===== src/rtl/multicycle_ctrl.sv =====
// multicycle_ctrl
// Control FSM for a five-state multicycle MIPS-subset datapath.
// The state sequence is IF -> ID -> EX -> MEM -> WB.
// Every output other than the state register is combinational in
// (state, op, funct). Exception: equal also feeds PCWrite in EX for branches.
//
// Optional feature: define MULTICYCLE_CTRL_BNE_EN to support bne (op 000101).
// bne then behaves like beq, except that PCWrite follows ~equal.
// Without the macro, op 000101 is flagged illegal in ID.
//
// Ports:
//   clk       rising-edge clock
//   reset     asynchronous active-high reset; outputs are forced to 0 while it is high
//   op        IR[31:26]
//   funct     IR[5:0]
//   equal     register A == register B
//   PCWrite, IRWrite, RegWrite, MemWrite   write strobes
//   ALUSrcA, ALUSrcB, ALUOp                ALU operand and operation selects
//   RegDst, MemToReg, PCSource             datapath selects
//   state     current state, for debug
//   illegal   unsupported opcode seen in ID
module multicycle_ctrl (
  input  logic       clk,
  input  logic       reset,
  input  logic [5:0] op,
  input  logic [5:0] funct,
  input  logic       equal,
  output logic       PCWrite,
  output logic       IRWrite,
  output logic       RegWrite,
  output logic       MemWrite,
  output logic [1:0] ALUSrcA,
  output logic [1:0] ALUSrcB,
  output logic [5:0] ALUOp,
  output logic       RegDst,
  output logic       MemToReg,
  output logic [1:0] PCSource,
  output logic [2:0] state,
  output logic       illegal
);

  typedef enum logic [2:0] {
    S_IF  = 3'd0,
    S_ID  = 3'd1,
    S_EX  = 3'd2,
    S_MEM = 3'd3,
    S_WB  = 3'd4
  } state_t;

  localparam logic [5:0] OP_RTYPE = 6'b000000;
  localparam logic [5:0] OP_J     = 6'b000010;
  localparam logic [5:0] OP_BEQ   = 6'b000100;
  localparam logic [5:0] OP_LW    = 6'b100011;
  localparam logic [5:0] OP_SW    = 6'b101011;
  localparam logic [5:0] ALU_ADDU = 6'b100001;
  localparam logic [5:0] ALU_SUBU = 6'b100011;

  state_t cur_state;
  state_t next_state;

  logic       is_rtype;
  logic       is_itype;
  logic       is_lw;
  logic       is_sw;
  logic       is_beq;
  logic       is_bne;
  logic       is_j;
  logic       is_branch;
  logic       supported;
  logic       shift_imm;
  logic [5:0] itype_aluop;

  assign is_rtype = (op == OP_RTYPE);
  // All I-type ALU ops share the prefix 001xxx.
  assign is_itype = (op[5:3] == 3'b001);
  assign is_lw    = (op == OP_LW);
  assign is_sw    = (op == OP_SW);
  assign is_beq   = (op == OP_BEQ);
  assign is_j     = (op == OP_J);
`ifdef MULTICYCLE_CTRL_BNE_EN
  assign is_bne   = (op == 6'b000101);
`else
  assign is_bne   = 1'b0;
`endif
  assign is_branch = is_beq | is_bne;
  assign supported = is_rtype | is_itype | is_lw | is_sw | is_branch | is_j;

  // Shifts by the constant shamt take operand A from the instruction field.
  assign shift_imm = (funct == 6'b000000) || (funct == 6'b000010) ||
                     (funct == 6'b000011);

  // ALU function for the I-type ALU instructions.
  always_comb begin
    itype_aluop = 6'b000000;
    case (op[2:0])
      3'b000: itype_aluop = 6'b100000;
      3'b001: itype_aluop = 6'b100001;
      3'b010: itype_aluop = 6'b101010;
      3'b011: itype_aluop = 6'b101011;
      3'b100: itype_aluop = 6'b110100;
      3'b101: itype_aluop = 6'b110101;
      3'b110: itype_aluop = 6'b110110;
      3'b111: itype_aluop = 6'b110000;
      default: itype_aluop = 6'b000000;
    endcase
  end

  // State register. Reset returns to IF immediately, which aborts any
  // instruction that is in flight.
  always_ff @(posedge clk or posedge reset) begin
    if (reset) cur_state <= S_IF;
    else       cur_state <= next_state;
  end

  assign state = cur_state;

  // Next-state and output decode. Every output defaults to 0.
  // While reset is high, all outputs are held at 0, so IF's strobes
  // cannot fire during reset.
  always_comb begin
    next_state = S_IF;
    PCWrite    = 1'b0;
    IRWrite    = 1'b0;
    RegWrite   = 1'b0;
    MemWrite   = 1'b0;
    ALUSrcA    = 2'b00;
    ALUSrcB    = 2'b00;
    ALUOp      = 6'b000000;
    RegDst     = 1'b0;
    MemToReg   = 1'b0;
    PCSource   = 2'b00;
    illegal    = 1'b0;
    if (!reset) begin
      case (cur_state)
        S_IF: begin
          IRWrite    = 1'b1;
          PCWrite    = 1'b1;
          ALUSrcB    = 2'b01;
          ALUOp      = ALU_ADDU;
          next_state = S_ID;
        end
        S_ID: begin
          // The branch target is computed speculatively for every instruction.
          ALUSrcB = 2'b11;
          ALUOp   = ALU_ADDU;
          if (is_j) begin
            PCWrite    = 1'b1;
            PCSource   = 2'b10;
            next_state = S_IF;
          end else if (!supported) begin
            illegal    = 1'b1;
            next_state = S_IF;
          end else begin
            next_state = S_EX;
          end
        end
        S_EX: begin
          if (is_rtype) begin
            ALUSrcA    = shift_imm ? 2'b10 : 2'b01;
            ALUOp      = funct;
            next_state = S_WB;
          end else if (is_itype) begin
            ALUSrcA    = 2'b01;
            ALUSrcB    = 2'b10;
            ALUOp      = itype_aluop;
            next_state = S_WB;
          end else if (is_lw || is_sw) begin
            ALUSrcA    = 2'b01;
            ALUSrcB    = 2'b10;
            ALUOp      = ALU_ADDU;
            next_state = S_MEM;
          end else if (is_branch) begin
            ALUSrcA  = 2'b01;
            ALUOp    = ALU_SUBU;
            PCSource = 2'b01;
            PCWrite  = is_bne ? ~equal : equal;
          end
        end
        S_MEM: begin
          if (is_sw) MemWrite = 1'b1;
          else if (is_lw) next_state = S_WB;
        end
        S_WB: begin
          RegWrite = 1'b1;
          RegDst   = is_rtype;
          MemToReg = is_lw;
        end
        default: next_state = S_IF;
      endcase
    end
  end

endmodule

===== config.mk =====
export PLATFORM = sky130hd
export DESIGN_NAME = multicycle_ctrl
export DESIGN_NICKNAME = d
export VERILOG_FILES = /design/src/rtl/multicycle_ctrl.sv
export SDC_FILE = /design/constraint.sdc
export NUM_CORES = 1
export LEC_CHECK = 0
export ABC_AREA = 1
export BUFFER_PORTS_ARGS = -buffer_cell sky130_fd_sc_hd__buf_2
export CORE_MARGIN = 2
export CORE_UTILIZATION = 30
export CTS_BUF_LIST = sky130_fd_sc_hd__clkbuf_8
export CTS_CLUSTER_SIZE = 20
export DETAILED_ROUTE_END_ITERATION = 6
export PLACE_DENSITY_LB_ADDON = 0.12
export SETUP_SLACK_MARGIN = 0.4
export SLEW_MARGIN = 20
export SYNTH_ARGS = -nofsm -noshare
export SYNTH_HDL_FRONTEND = slang
export SYNTH_SLANG_ARGS = --single-unit

===== constraint.sdc =====
create_clock -name clk -period 1.9 [get_ports clk]
set_input_delay 0.38 -clock clk [delete_from_list [all_inputs] [get_ports clk]]
set_output_delay 0.38 -clock clk [all_outputs]
set_load 0.01 [all_outputs]

==> results.ini <==
[run_status]
status = complete, no violations

[sta]
rsz0062_at_grt = true
drv_slew = 0
skew_ns = 0.00507
post-route-period-util = 0.957
worst_slew_pin_slew_ns = 0.314
fmax_ghz = 0.550
min_period_ns = 1.82
slew_headroom = 0.789
worst_slack_ns = 0.0820
setup-violations-final = 0
finalHoldViolCount = 0
timing.hold.ws_ns = 0.185

[critical_path]
path_cells = inv_2 -> nand3_4 -> nor2_4 -> inv_2 -> nor2_4 -> inv_2 -> o22ai_2 -> buf_2
cp_max_fo = 4
cpPeakStageDelay_ns = 0.41
worstPathArrival_ns = 1.44
end_kind = output pin
worstPathRequired_ns = 1.52
crit_slowest_cell = dfrtp_2
crit_type = register to output pin
r2r_start = state[2]$_DFF_PP0_
worstReg2RegEnd = state[1]$_DFF_PP0_
cp-start-kind = register
cp_common_cell = inv_2
r2r_setup_slack_ns = 0.67
reg2reg_depth = 6

[power_and_ir_drop]
totalPowerFinal_uw = 421
ir_drop_uv = 201
leakage_uw = 0.000642
p_per_area_mw_per_mm2 = 355

[cts]
clk_latency_ns = 0.22
cts.path.max_buffers = 2
cts.htree.levels = 1
clock-sinks = 3
cts_tree = done
root_buffer = clkbuf_8
clk_pin_slew_ns = 0.04
cts_hold_buf = 0
cts_buffers = 3

[die]
die_x_um = 48.2
ios = 37
core_area_mm2 = 0.00178
row_count = 15
die_h_um = 48.2
die-area_mm2 = 0.00233
start_util = 0.329

[logic_synthesis]
synth-edff-count = 0
ys_seq_area_frac = 0.128
netlist_top_cells_area = dfrtp_1 (13%), nor2_1 (12%), inv_1 (12%)
synth_most_common_cell = nor2_1
synth_top_cell_area_share = 0.128
ys.flop_type = dfrtp_1
syn_nets = 117
synth.top_cells.by_count = nor2_1 (19), inv_1 (18), nand2_1 (18), nand3_1 (10), nand4_1 (5)
ys_ff_latch = 3
yosys_warnings = 0
synth.distinct_cells = 24
yosysTopAreaCell = dfrtp_1
async_reset_ff_frac = 1.00
synthCells = 102
postSynthAreaPerCell_um2 = 5.75
syn_area_um2 = 587

[grt]
grt_pass1_wl_um = 3320
grt_max_degree = 11
grt_pass1_vias = 802
grt.total_usage = 0.202
antenna_found_initial = 0
grt_overflow = 0

[final_layout]
drive_above_1_share = 0.617
layout.cells.non_filler = 192
fin_nets = 183
largest_register_ff_count = 3
diodes = 0
syn2layout_area_growth_pct = 102
final_core_util = 0.665
fill_cells = 156

[placement]
dp_slack_ns = 0.0766
post-place-cells = 163
place_congestion = 0.890
dp_hpwl_um = 1470
port_buffers = 36

[route]
ant_nets = 0
viasPerCell = 4.68
route.detailed.drc = 0
drtIter0Drc = 20
wl_per_cell_um = 11.1
firstDrtPassIters = 4
wirelength_um = 2140
num_vias = 899

[hold_path]
hp-class = primary input to async pin

[flow_run]
maxCapViolCount = 0

final cells by class:
class / count / area (um2) / share of cell area
clock inverters: 1 / 3.75 / 0.00316
inverters: 20 / 77.6 / 0.0654
flip-flops and latches: 3 / 77.6 / 0.0654
well taps: 25 / 31.3 / 0.0264
repair buffers: 62 / 422 / 0.355
multi-input cells: 78 / 533 / 0.449
clock buffers: 3 / 41.3 / 0.0348
layout by cell type, fill, tap and decap left out, types with 3 or more instances in the layout:
| cell | n |
|---|---|
| nand2_2 | 4 |
| nand4_1 | 5 |
| inv_1 | 14 |
| nand3_4 | 3 |
| nand3_1 | 8 |
| inv_2 | 6 |
| nor2_1 | 15 |
| buf_2 | 31 |
| buf_6 | 5 |
| nand2_1 | 14 |
| buf_4 | 24 |
| nor2_4 | 7 |
| nor2_2 | 3 |
| clkbuf_8 | 3 |
power by group:
group,switching [uW],leakage [uW],internal [uW]
combinational,87.0,0.000578,78.4
sequential,2.42,0.0000370,66.6
clock,48.5,0.0000269,138
per-stage QoR:
step | cell area [um2] | TNS [ns]
2_1_floorplan | 609 | 0
3_3_place_gp | 823 | 0
3_5_place_dp | 823 | 0
4_1_cts | 1080 | 0
5_1_grt | 1190 | -0.0738
6_report | 1190 | 0
critical path, delay by kind of cell, from the launching register on:
family / cells / cell delay [ns]
compound gates: 1 / 0.13
buf+inv: 4 / 0.37
flops: 1 / 0.41
simple gates: 3 / 0.31
timing repair:
action	4_1_cts	5_1_grt
endpoints found under the setup margin	18	19
buffers inserted	20	5
pin swaps	19	14
gates resized for setup	21	17
worst max-delay path by stage:
stage	cells past startpoint	endpoint	start	slack, ns
finish	8	ALUOp[1]	state[2]$_DFF_PP0_	0.08
global placement	9	ALUOp[5]	op[3]	0.1
global route	8	ALUOp[1]	state[2]$_DFF_PP0_	-0.03
detailed placement	9	ALUOp[5]	op[3]	0.08
floorplan	7	ALUOp[1]	state[0]$_DFF_PP0_	0.37
CTS	8	ALUOp[1]	state[2]$_DFF_PP0_	0.08
per-layer routing:
layer / GRT usage / wire, um / share of wire
met1: 0.252 / 899 / 0.42
met2: 0.366 / 1090 / 0.51
met3: 0.0259 / 144 / 0.067
met4: 0.0486 / 0 / 0
met5: 0 / 0 / 0
kinds of logic after synthesis:
group,count (synthesis),synth area share
AND/OR/NAND/NOR,66,0.603
flip-flops,3,0.128
buffers and inverters,21,0.136
AO/OA/AOI/OAI,12,0.132
Note: power is estimated with default switching activity, not from simulation.
